### config.mk
export PLATFORM = sky130hd
export DESIGN_NAME = tmds_encode
export DESIGN_NICKNAME = d
export VERILOG_FILES = /design/src/rtl/tmds_encode.sv
export SDC_FILE = /design/constraint.sdc
export NUM_CORES = 1
export LEC_CHECK = 0
export ABC_AREA = 0
export ABC_CLOCK_PERIOD_IN_PS = 4600
export BUFFER_PORTS_ARGS = -buffer_cell sky130_fd_sc_hd__buf_4
export CAP_MARGIN = 20
export CORE_ASPECT_RATIO = 0.75
export CORE_MARGIN = 2
export CORE_UTILIZATION = 45
export CTS_BUF_LIST = sky130_fd_sc_hd__clkbuf_4 sky130_fd_sc_hd__clkbuf_8
export DETAILED_ROUTE_END_ITERATION = 10
export GPL_ROUTABILITY_DRIVEN = 1
export MAX_ROUTING_LAYER = met4
export SKIP_CTS_REPAIR_TIMING = 1
export SYNTH_ARGS = -nofsm -noshare
export SYNTH_HDL_FRONTEND = slang
export SYNTH_SLANG_ARGS = --single-unit
### constraint.sdc
create_clock -name clk -period 4.6 [get_ports clk]
set_input_delay 0.23 -clock clk [delete_from_list [all_inputs] [get_ports clk]]
set_output_delay 0.23 -clock clk [all_outputs]
set_load 0.05 [all_outputs]
### src/rtl/tmds_encode.sv
// TMDS 8b/10b lane encoder: video (DC-balanced), control, TERC4 and guard-band symbols.
// Two register stages: stage 1 holds the transition-minimised word, stage 2 balances it and drives out.
module tmds_encode #(
  parameter int CHANNEL = 0
) (
  input  logic       clk,
  input  logic       reset,
  input  logic [1:0] mode,
  input  logic [7:0] data,
  input  logic [1:0] sync,
  input  logic [3:0] ctrl,
  output logic [9:0] out
);

  localparam logic [1:0] MODE_CTRL  = 2'd0;
  localparam logic [1:0] MODE_VIDEO = 2'd1;
  localparam logic [1:0] MODE_TERC4 = 2'd2;

  localparam logic [9:0] CTRL_00 = 10'b1101010100;
  localparam logic [9:0] GUARD   = (CHANNEL == 1) ? 10'b0100110011 : 10'b1011001100;

  function automatic logic [9:0] ctrl_code(input logic [1:0] s);
    case (s)
      2'b00:   ctrl_code = 10'b1101010100;
      2'b01:   ctrl_code = 10'b0010101011;
      2'b10:   ctrl_code = 10'b0101010100;
      default: ctrl_code = 10'b1010101011;
    endcase
  endfunction

  function automatic logic [9:0] terc4_code(input logic [3:0] c);
    case (c)
      4'h0:    terc4_code = 10'b1010011100;
      4'h1:    terc4_code = 10'b1001100011;
      4'h2:    terc4_code = 10'b1011100100;
      4'h3:    terc4_code = 10'b1011100010;
      4'h4:    terc4_code = 10'b0101110001;
      4'h5:    terc4_code = 10'b0100011110;
      4'h6:    terc4_code = 10'b0110001110;
      4'h7:    terc4_code = 10'b0100111100;
      4'h8:    terc4_code = 10'b1011001100;
      4'h9:    terc4_code = 10'b0100111001;
      4'hA:    terc4_code = 10'b0110011100;
      4'hB:    terc4_code = 10'b1011000110;
      4'hC:    terc4_code = 10'b1010001110;
      4'hD:    terc4_code = 10'b1001110001;
      4'hE:    terc4_code = 10'b0101100011;
      default: terc4_code = 10'b1011000011;
    endcase
  endfunction

  // Stage 1 combinational: transition minimisation
  logic [3:0] d_n1;
  logic       use_xnor;
  logic [8:0] qm;
  logic [3:0] qm_n1;

  always_comb begin
    logic [8:0] t;
    d_n1     = 4'($countones(data));
    use_xnor = (d_n1 > 4'd4) || ((d_n1 == 4'd4) && !data[0]);
    t        = '0;
    t[0]     = data[0];
    for (int i = 1; i < 8; i++) begin
      t[i] = use_xnor ? ~(t[i-1] ^ data[i]) : (t[i-1] ^ data[i]);
    end
    t[8]  = ~use_xnor;
    qm    = t;
    qm_n1 = 4'($countones(t[7:0]));
  end

  // Stage 1 registers; reset state represents a control symbol with sync=00
  logic [1:0] s1_mode;
  logic [1:0] s1_sync;
  logic [3:0] s1_ctrl;
  logic [8:0] s1_qm;
  logic [3:0] s1_n1;

  always_ff @(posedge clk or posedge reset) begin
    if (reset) begin
      s1_mode <= MODE_CTRL;
      s1_sync <= 2'b00;
      s1_ctrl <= 4'h0;
      s1_qm   <= '0;
      s1_n1   <= '0;
    end else begin
      s1_mode <= mode;
      s1_sync <= sync;
      s1_ctrl <= ctrl;
      s1_qm   <= qm;
      s1_n1   <= qm_n1;
    end
  end

  // Stage 2 combinational: DC balancing against running disparity cnt
  logic signed [4:0] cnt;
  logic signed [4:0] nxt_cnt;
  logic signed [4:0] bal;
  logic [9:0]        nxt_out;
  logic              q8;
  logic [7:0]        q7;

  // bal = n1 - n0 = 2*n1 - 8 (the 5-bit wrap of 2*8 cancels out)
  assign bal = $signed({s1_n1, 1'b0}) - 5'sd8;
  assign q8  = s1_qm[8];
  assign q7  = s1_qm[7:0];

  always_comb begin
    nxt_out = CTRL_00;
    nxt_cnt = '0;
    case (s1_mode)
      MODE_CTRL: nxt_out = ctrl_code(s1_sync);
      MODE_VIDEO: begin
        if ((cnt == 0) || (bal == 0)) begin
          nxt_out = {~q8, q8, q8 ? q7 : ~q7};
          nxt_cnt = q8 ? (cnt + bal) : (cnt - bal);
        end else if (((cnt > 0) && (bal > 0)) || ((cnt < 0) && (bal < 0))) begin
          nxt_out = {1'b1, q8, ~q7};
          nxt_cnt = cnt + (q8 ? 5'sd2 : 5'sd0) - bal;
        end else begin
          nxt_out = {1'b0, q8, q7};
          nxt_cnt = cnt + bal - (q8 ? 5'sd0 : 5'sd2);
        end
      end
      MODE_TERC4: nxt_out = terc4_code(s1_ctrl);
      default:    nxt_out = GUARD;
    endcase
  end

  always_ff @(posedge clk or posedge reset) begin
    if (reset) begin
      out <= CTRL_00;
      cnt <= '0;
    end else begin
      out <= nxt_out;
      cnt <= nxt_cnt;
    end
  end

endmodule

==> impl_metrics.toml, run 1 <==
[sta]
rsz0062_at_grt = "yes"
maxSlewViolCount = 0
fmax_mhz = 188
skew_ns = 0.00860
hold_violations = 0
finalCriticalPeriod_ns = 5.33
setup_viol = 4
fin_ws_ns = -0.726
worstMarginPinSlew_ns = 0.573
period_share_pct = 116
fin_setup_tns_ns = -1.97
max_slew_margin_pct = 61.4

[setup_path]
critical_path_peak_fanout = 3
slowest_stage = "fa_1"
worstPathCellList = "buf_12 -> inv_12 -> fa_1 -> fa_1 -> fa_1 -> inv_1 -> ha_2 -> fa_1 -> nor3b_2 -> o21ai_1 -> a21oi_2 -> xor2_1 -> inv_1 -> fa_1 -> fa_1 -> inv_1 -> fa_1 -> ha_4 -> inv_2 -> fa_2 -> inv_2"
crit_type = "primary input to register"
critPathMaxStageDelay_ns = 0.54
critPathLaunchType = "primary input"
critPathMostFrequentCell = "fa_1"
cp.required_ns = 4.79
cp.arrival_ns = 5.51
end_kind = "register"

[global_route]
grt.overflow.total = 0
antenna_found_initial = 0
grt_max_degree = 36
grt_pass1_vias = 1846
grt_first_pass_wirelength_mm = 8.73
grt_usage_pct = 17.4

[clocking]
worstSkewPairLatency_ns = 0.28
clock_path_buffers = 2
cts_made_buffers = 5
cts-htree-levels = 2
clkSlewWorstSetupHoldPaths_ns = 0.07
cts_tree = "built"
clockRootBuffer = "clkbuf_8"
clock_sinks = 35

[power]
cellLeakagePower_nw = 1.55
seq_power_share_pct = 22.2
ir_drop_uv = 356
p_sw_w = 0.00101
p_clk_share_pct = 9.1
p_sw_share_pct = 44.9
intPower_w = 0.00124
p_comb_share_pct = 68.7
totalPowerFinal_w = 0.00225
power_density_mw_per_mm2 = 695

[synth]
synth_seq_cells = 35
synth_area_leaders = "dfrtp_1 (28%), ha_1 (14%), fa_1 (9.8%), inv_1 (5.6%), xnor2_1 (5.3%)"
syn-instance-count = 262
yosysSeqAreaShare_pct = 33.1
syn_area_mm2 = 0.00267
synth_top_cell_area_share_pct = 28.2
post-synth-top-count-cell = "inv_1"
synth_cell_type_count = 40
synth_flop_cell = "dfrtp_1"
yosysTopAreaCell = "dfrtp_1"
synthArstFlopShare_pct = 100
ys_top_cells_by_count = "inv_1 (40), dfrtp_1 (30), ha_1 (30)"
synth_edf_count = 0
yosysWarnings = 0
syn_area_per_cell_um2 = 10.2
syn_nets = 323

[die]
start_util_pct = 46.2
rows = 24
io_pins = 28
core_area_mm2 = 0.00577
chipHeight_um = 70.6
die_area_mm2 = 0.00656
die_x_um = 92.9

[place]
hpwl_mm = 4.13
place_inst = 377
place_congestion = 0.860
port_buffers = 27
placed_area_mm2 = 0.00310

[cells_and_area]
antenna_cells = 0
final_layout_size_suffix_gt1_share_pct = 24.8
fin_nets = 371
fin_cells = 388
syn_to_final_growth_pct = 21.2
design_area_mm2 = 0.00323

[routing]
viasPerCell = 4.95
routed_wl_mm = 5.10
vias = 1922
detail-route-antenna-nets = 0
drcViolationCount = 0
detail_route.first_pass.iterations = 4
first_iter_violations = 108
routedWlPerCell_um = 13.1

[status]
violations = "negative setup slack"
outcome = "complete, but fails checks"

[flow_run]
drv_cap = 0

[min_path]
hold_class = "primary input to asynchronous set/reset pin"
==> worst paths after layout <==
kind | slack, ns | from | to | cells past startpoint
hold / removal | 0.03 | reset | cnt[2] | 3
min in group clk | 0.05 | ctrl[3] | s1_ctrl[3] | 1
max in group asynchronous | 4.22 | reset | out[2] | 3
setup reg to reg | 2.12 | s1_qm[8] | cnt[2] | 7
setup / recovery | -0.73 | data[0] | s1_n1[1] | 21
hold reg to reg | 0.57 | s1_qm[0] | out[0] | 2
==> critical path, delay by kind of cell <==
kind                     cells  cell delay (ns)
AO/OA/AOI/OAI                2             0.30
XOR/XNOR                     1             0.21
adder cells (fa/ha/maj)     10             4.23
buffers and inverters        7             0.34
AND/OR/NAND/NOR              1             0.20
==> power groups by stage <==
stage	combinational (W)	sequential [W]	clock, W
floorplan	0.00105	0.000594	0
global placement	0.00147	0.000505	0
global route	0.00172	0.000514	0.000226
CTS	0.00151	0.000499	0.000212
finish	0.00154	0.000498	0.000205
detailed placement	0.00151	0.000504	0
==> state kept, by name (all words and copies together), names as in the netlist <==
name     cells
out         10
s1_qm        9
cnt          4
s1_ctrl      4
s1_n1        4
s1_mode      2
s1_sync      2
==> final cells by class <==
type                    count  area (um^2)
repair buffers             48          373
well taps                  78         97.6
multi-input cells         180         1630
clock inverters             2         13.8
flip-flops and latches     35          882
inverters                  40          163
clock buffers               5         68.8
fillers                   532         2530
==> cell families (layout without fill, tap and decap cells) <==
family	count (synthesis)	in the layout	synth area share, %
compound gates	55	55	14.9
xor+xnor	27	27	9.39
fa+ha+maj	43	43	23.8
buf+inv	47	95	6.62
flops	35	35	33.1
mux	6	6	2.30
simple gates	49	49	9.86
==> per-stage QoR <==
step | setup slack [ns] | util (%) | hold slack (ns)
after floorplan | -0.800 | - | 0.261
after global placement | -0.993 | 53.8 | 0.339
after detailed placement | -1.14 | 53.8 | 0.341
after CTS | -0.820 | 55.3 | 0.0430
after global routing | -0.966 | 56.0 | 0.0347
final | -0.726 | 56.0 | 0.0291
==> placed cells by master, fill, tap and decap left out, types with 7 or more instances in the layout <==
master	count
nor2b_1	7
fa_1	12
dfrtp_1	30
inv_1	37
a211oi_1	7
xor2_1	10
nor2_1	14
xnor2_1	16
ha_1	28
nand2_1	11
o21ai_0	7
a21oi_1	17
buf_4	47
==> metal layers <==
| layer | wire length, um | track usage (%) |
|---|---|---|
| met4 | 53 | 3.92 |
| met3 | 190 | 3.19 |
| met2 | 2140 | 24.2 |
| met5 | 0 | - |
| met1 | 2720 | 26.5 |
No activity file was read; power rests on OpenSTA's default activity.
==> run 2, diff against run 1 <==
--- a/config.mk
+++ b/config.mk
@@ -5,7 +5,7 @@
 export SDC_FILE = /design/constraint.sdc
 export NUM_CORES = 1
 export LEC_CHECK = 0
-export ABC_AREA = 0
+export ABC_AREA = 1
 export ABC_CLOCK_PERIOD_IN_PS = 4600
 export BUFFER_PORTS_ARGS = -buffer_cell sky130_fd_sc_hd__buf_4
 export CAP_MARGIN = 20
==> run 2 against run 1 <==
The run still ends with negative setup slack left. Global-route usage grew 2.1 points. Die area rose by 3.4%. First-iteration DRC count rose by 35%. Clock skew is 0.00056 ns higher. Synthesized cell count is 29% higher. Worst setup slack improved by 0.25 ns. Register-to-register slack improved by 0.17 ns. Critical path depth rose by 1. Wire length is 12% higher. Hold slack improved by 0.0073 ns. Design area increased by 2.5%.
==> impl_metrics.toml, run 2 <==
[clocking]
clock_sinks = 35
cts_made_buffers = 5
worstSkewPairLatency_ns = 0.28
clockRootBuffer = "clkbuf_8"
clkSlewWorstSetupHoldPaths_ns = 0.07
cts-htree-levels = 2
cts_tree = "built"
clock_path_buffers = 2

[cells_and_area]
mostFrequentLayoutCells = "nand2_1 (68), inv_1 (51), buf_4 (42)"
top_register = "out"
fillCellCount = 563
final_layout_size_suffix_gt1_share_pct = 21.9
antenna_cells = 0
reg_top3 = "out (10), s1_qm (9)"
fin_cells = 461
final_common_cell = "nand2_1"
fin_nets = 443
largest_reg_flops = 10
design_area_mm2 = 0.00331
final_core_util_pct = 56.6
syn_to_final_growth_pct = 20.0

[global_route]
grt_first_pass_wirelength_mm = 10.0
grt_max_degree = 36
grt.overflow.total = 0
grt_pass1_vias = 2152
antenna_found_initial = 0
grt_usage_pct = 19.5

[die]
die_x_um = 94.4
start_util_pct = 47.1
core_area_mm2 = 0.00586
io_pins = 28
die_area_mm2 = 0.00678
chipHeight_um = 71.8
rows = 24

[sta]
rsz0062_at_grt = "yes"
period_share_pct = 110
skew_ns = 0.00916
worstMarginPinSlew_ns = 0.872
fmax_mhz = 197
max_slew_margin_pct = 41.7
setup_viol = 3
hold_violations = 0
fin_ws_ns = -0.476
maxSlewViolCount = 0
finalCriticalPeriod_ns = 5.08

[power]
power_density_mw_per_mm2 = 638
ir_drop_uv = 220
seq_power_share_pct = 22.4
p_clk_share_pct = 11.0
cellLeakagePower_nw = 1.75
totalPowerFinal_w = 0.00211
p_comb_share_pct = 66.7
p_sw_w = 0.00101
intPower_w = 0.00111
p_sw_share_pct = 47.6

[place]
place_inst = 451
hpwl_mm = 4.67
dp_slack_ns = -0.885
placed_area_mm2 = 0.00316
place_congestion = 0.888
port_buffers = 27

[setup_path]
cp.arrival_ns = 5.25
critPathMostFrequentCell = "fa_1"
crit_type = "primary input to register"
end_kind = "register"
critPathMaxStageDelay_ns = 0.55
crit_start = "data[1]"
critical_path_peak_fanout = 3
critPathLaunchType = "primary input"
worstPathCellList = "buf_8 -> inv_8 -> fa_1 -> fa_1 -> fa_1 -> inv_2 -> ha_4 -> fa_1 -> nor2_1 -> nand2_1 -> nand2_2 -> nand2_4 -> xor2_2 -> inv_1 -> fa_1 -> fa_1 -> inv_1 -> fa_1 -> ha_4 -> inv_2 -> fa_2 -> inv_1"
r2r-start = "s1_qm[8]"
cp.required_ns = 4.77
slowest_stage = "fa_1"

[synth]
synth_edf_count = 0
synth_area_leaders = "dfrtp_1 (27%), ha_1 (14%), nand2_1 (9.5%), fa_1 (9.4%), inv_1 (7.6%)"
syn_area_per_cell_um2 = 8.19
post-synth-top-count-cell = "nand2_1"
synth_top_cell_area_share_pct = 27.2
ys_top_cells_by_count = "nand2_1 (70), inv_1 (56), nand3_1 (36)"
synth_seq_cells = 35
yosysTopAreaCell = "dfrtp_1"
synth_cell_type_count = 33
yosysSeqAreaShare_pct = 32.0
synth_flop_cell = "dfrtp_1"
syn_nets = 398
syn_area_mm2 = 0.00276
syn-instance-count = 337
yosysWarnings = 0
synthArstFlopShare_pct = 100

[routing]
first_iter_violations = 146
detail-route-antenna-nets = 0
routed_wl_mm = 5.71
vias = 2256
detail_route.first_pass.iterations = 4
routedWlPerCell_um = 12.4
viasPerCell = 4.89
drcViolationCount = 0

[min_path]
hold_class = "primary input to asynchronous set/reset pin"

[flow_run]
drv_cap = 0

[status]
outcome = "complete, but fails checks"
violations = "negative setup slack"
[run 2: cell count changes after synthesis, moves of 5 or more]
cell	delta
nand2_1	+59
inv_1	+16
o21ai_0	+9
nor2b_1	-7
xnor2_1	-13
a211oi_1	-6
nand3_1	+36
mux2i_1	-5
a21oi_1	-6
clkbuf_1	-7
[run 2: logic make-up after synthesis]
logic type	synth area share [%]
AO/OA/AOI/OAI	8.16
XOR/XNOR	3.45
adder cells (fa/ha/maj)	23.0
buffers and inverters	9.25
flip-flops	32.0
AND/OR/NAND/NOR	24.2
[run 2: path summary, 6_finish.rpt]
path / end / slack [ns] / depth (start not counted)
setup reg to reg: cnt[3] / 2.29 / 9
hold reg to reg: out[6] / 0.52 / 3
hold / removal: cnt[4] / 0.04 / 3
setup / recovery: s1_n1[1] / -0.48 / 22
max in group asynchronous: out[9] / 4.22 / 3
min in group clk: s1_sync[1] / 0.05 / 1
[run 2: cell type report]
type                            count  area [um^2]  area share, %
Inverter                           59          231           6.99
Clock inverter                      1         5.00          0.151
Clock buffer                        7         90.1           2.72
Multi-Input combinational cell    238         1680           50.6
Sequential cell                    35          882           26.6
Tap cell                           78         97.6           2.95
Timing Repair Buffer               43          330           9.97
[run 2: per-stage QoR]
stage | TNS [ns] | hold WS (ns)
2_1_floorplan | -1.22 | 0.261
3_3_place_gp | -2.10 | 0.339
3_5_place_dp | -2.53 | 0.340
4_1_cts | -1.37 | 0.0412
5_1_grt | -1.61 | 0.0328
6_report | -0.938 | 0.0363
[run 2: per-layer routing]
layer  vias up  share of wire (%)  GRT usage (%)
li1       1155                  -              -
met3         8                4.3           3.15
met4         0                1.4           5.31
met1      1045                 52           28.7
met5         -                  0              -
met2        48                 42           28.0
[run 2: power groups by stage]
| stage | clock (W) | sequential, W | combinational (W) |
|---|---|---|---|
| CTS | 0.000239 | 0.000472 | 0.00140 |
| detailed placement | 0 | 0.000478 | 0.00138 |
| global placement | 0 | 0.000478 | 0.00136 |
| floorplan | 0 | 0.000550 | 0.000999 |
| finish | 0.000232 | 0.000473 | 0.00141 |
| global route | 0.000253 | 0.000485 | 0.00163 |
[run 2: critical path, delay by kind of cell]
| kind | cells | cell delay, ns |
|---|---|---|
| fa+ha+maj | 10 | 4.24 |
| simple gates | 4 | 0.26 |
| buf+inv | 7 | 0.35 |
| xor+xnor | 1 | 0.16 |
==> run 3, diff against run 2 <==
--- a/config.mk
+++ b/config.mk
@@ -16,6 +16,7 @@
 export DETAILED_ROUTE_END_ITERATION = 10
 export GPL_ROUTABILITY_DRIVEN = 1
 export MAX_ROUTING_LAYER = met4
+export RECOVER_POWER = 100
 export SKIP_CTS_REPAIR_TIMING = 1
 export SYNTH_ARGS = -nofsm -noshare
 export SYNTH_HDL_FRONTEND = slang
==> run 3 against run 2 <==
The run ends with max-capacitance violations, max-slew violations, negative setup slack left. Non-clock buffer count is the same. Utilization shrank 1.1 points. Register-to-register slack got worse by 0.16 ns. Hold slack gained 0.033 ns. Sequential cell count did not move. Clock power hardly changed. Fmax barely moved. Count of clock-buffer cells in the layout stayed put. Global-route usage unchanged. Die area stayed put. Via count rose by 0.40%. Critical path depth unchanged. Largest cell class unchanged. Largest power group unchanged.
==> impl_metrics.toml, run 3 (synthesized netlist as in run 2, its figures left out) <==
[die]
core_area_mm2 = 0.00586
rows = 24
chipHeight_um = 71.8
start_util_pct = 47.1
die_area_mm2 = 0.00678
io_pins = 28
die_x_um = 94.4

[clocking]
clkSlewWorstSetupHoldPaths_ns = 0.07
clockRootBuffer = "clkbuf_8"
worstSkewPairLatency_ns = 0.29
clock_sinks = 35
cts-htree-levels = 2
cts_tree = "built"
cts_made_buffers = 5
clock_path_buffers = 2

[sta]
setup_viol = 3
finalCriticalPeriod_ns = 5.07
fmax_mhz = 197
fin_setup_tns_ns = -0.936
fin_ws_ns = -0.475
worstMarginPinSlew_ns = 1.80
maxSlewViolCount = 36
skew_ns = 0.0139
period_share_pct = 110
max_slew_margin_pct = -20.3
hold_violations = 0
rsz0062_at_grt = "yes"

[routing]
detail-route-antenna-nets = 0
viasPerCell = 4.91
routedWlPerCell_um = 12.4
vias = 2265
first_iter_violations = 162
drcViolationCount = 0
routed_wl_mm = 5.73
detail_route.first_pass.iterations = 4

[cells_and_area]
top_register = "out"
final_core_util_pct = 55.4
fillCellCount = 574
fin_nets = 443
reg_top3 = "out (10), s1_qm (9)"
final_layout_size_suffix_gt1_share_pct = 18.0
design_area_mm2 = 0.00325
mostFrequentLayoutCells = "nand2_1 (71), inv_1 (51), nand3_1 (36)"
antenna_cells = 0
largest_reg_flops = 10
syn_to_final_growth_pct = 17.6
final_common_cell = "nand2_1"

[place]
port_buffers = 27
hpwl_mm = 4.67
placed_area_mm2 = 0.00316
place_congestion = 0.888

[setup_path]
crit_type = "primary input to register"
cp.arrival_ns = 5.25
cp.required_ns = 4.77
critical_path_peak_fanout = 3
critPathLaunchType = "primary input"
end_kind = "register"

[flow_run]
drv_cap = 1

[global_route]
grt_max_degree = 36
grt_usage_pct = 19.5
antenna_found_initial = 0
grt_first_pass_wirelength_mm = 10.0
grt_pass1_vias = 2152
grt.overflow.total = 0

[power]
ir_drop_uv = 216
cellLeakagePower_nw = 1.69
power_density_mw_per_mm2 = 634
totalPowerFinal_w = 0.00206

[status]
outcome = "complete, but fails checks"
violations = "max-capacitance violations, max-slew violations, negative setup slack"

[min_path]
hold_class = "primary input to register"
run 3: cell count changes in the layout (fill, tap and decap cells not counted), sizes merged:
cell,change
clkbuf,+20
buf,-20
inv,-2
clkinvlp,+1
clkinv,+1
run 3: worst paths after layout:
path / depth (start not counted) / start / slack [ns] / end
worst max-delay path: 22 / data[1] / -0.47 / s1_n1[1]
worst max register to register: 9 / s1_n1[2] / 2.13 / out[6]
worst min register to register: 3 / s1_qm[7] / 0.52 / out[7]
min in group asynchronous: 3 / reset / 0.58 / cnt[4]
max in group asynchronous: 3 / reset / 2.97 / s1_n1[1]
worst min-delay path: 1 / sync[1] / 0.07 / s1_sync[1]
run 3: power breakdown:
part | leakage, nW | total, W | internal [W] | switching, W
registers | 0.413 | 0.000472 | 0.000405 | 0.0000673
logic | 1.22 | 0.00135 | 0.000539 | 0.000812
clock network | 0.0517 | 0.000235 | 0.000127 | 0.000108
run 3: worst max-delay path, cell delays in order:
cell and delay (ns):
buf_8 0.09, inv_8 0.03, fa_1 0.55, fa_1 0.44
fa_1 0.51, inv_2 0.05, ha_4 0.15, fa_1 0.48
nor2_1 0.04, nand2_1 0.06, nand2_2 0.07, nand2_4 0.09
xor2_2 0.16, inv_1 0.07, fa_1 0.47, fa_1 0.49
inv_1 0.05, fa_1 0.51, ha_4 0.14, inv_2 0.03
fa_2 0.50, inv_1 0.03
run 3: final cells by class:
type                    instances  area, um^2  share of cell area, %
flip-flops and latches         35         882                   27.2
repair buffers                 43         289                   8.90
clock inverters                 1        5.00                  0.154
multi-input cells             238        1650                   50.9
inverters                      59         230                   7.09
clock buffers                   7        90.1                   2.77
well taps                      78        97.6                   3.01
run 3: per-layer routing:
metal  up-vias  GRT usage (%)  wire [um]
met4         0           5.31         94
met2        51           28.0       2430
met5         -              -          0
met3        10           3.15        241
met1      1049           28.7       2970
li1       1155              -          -
run 3: per-stage QoR:
step	std cells	hold WS (ns)	setup WS, ns
2_1_floorplan	337	0.261	-0.559
3_3_place_gp	451	0.339	-0.772
3_5_place_dp	451	0.340	-0.885
4_1_cts	459	0.0412	-0.592
5_1_grt	461	0.0561	-0.658
6_report	461	0.0697	-0.475
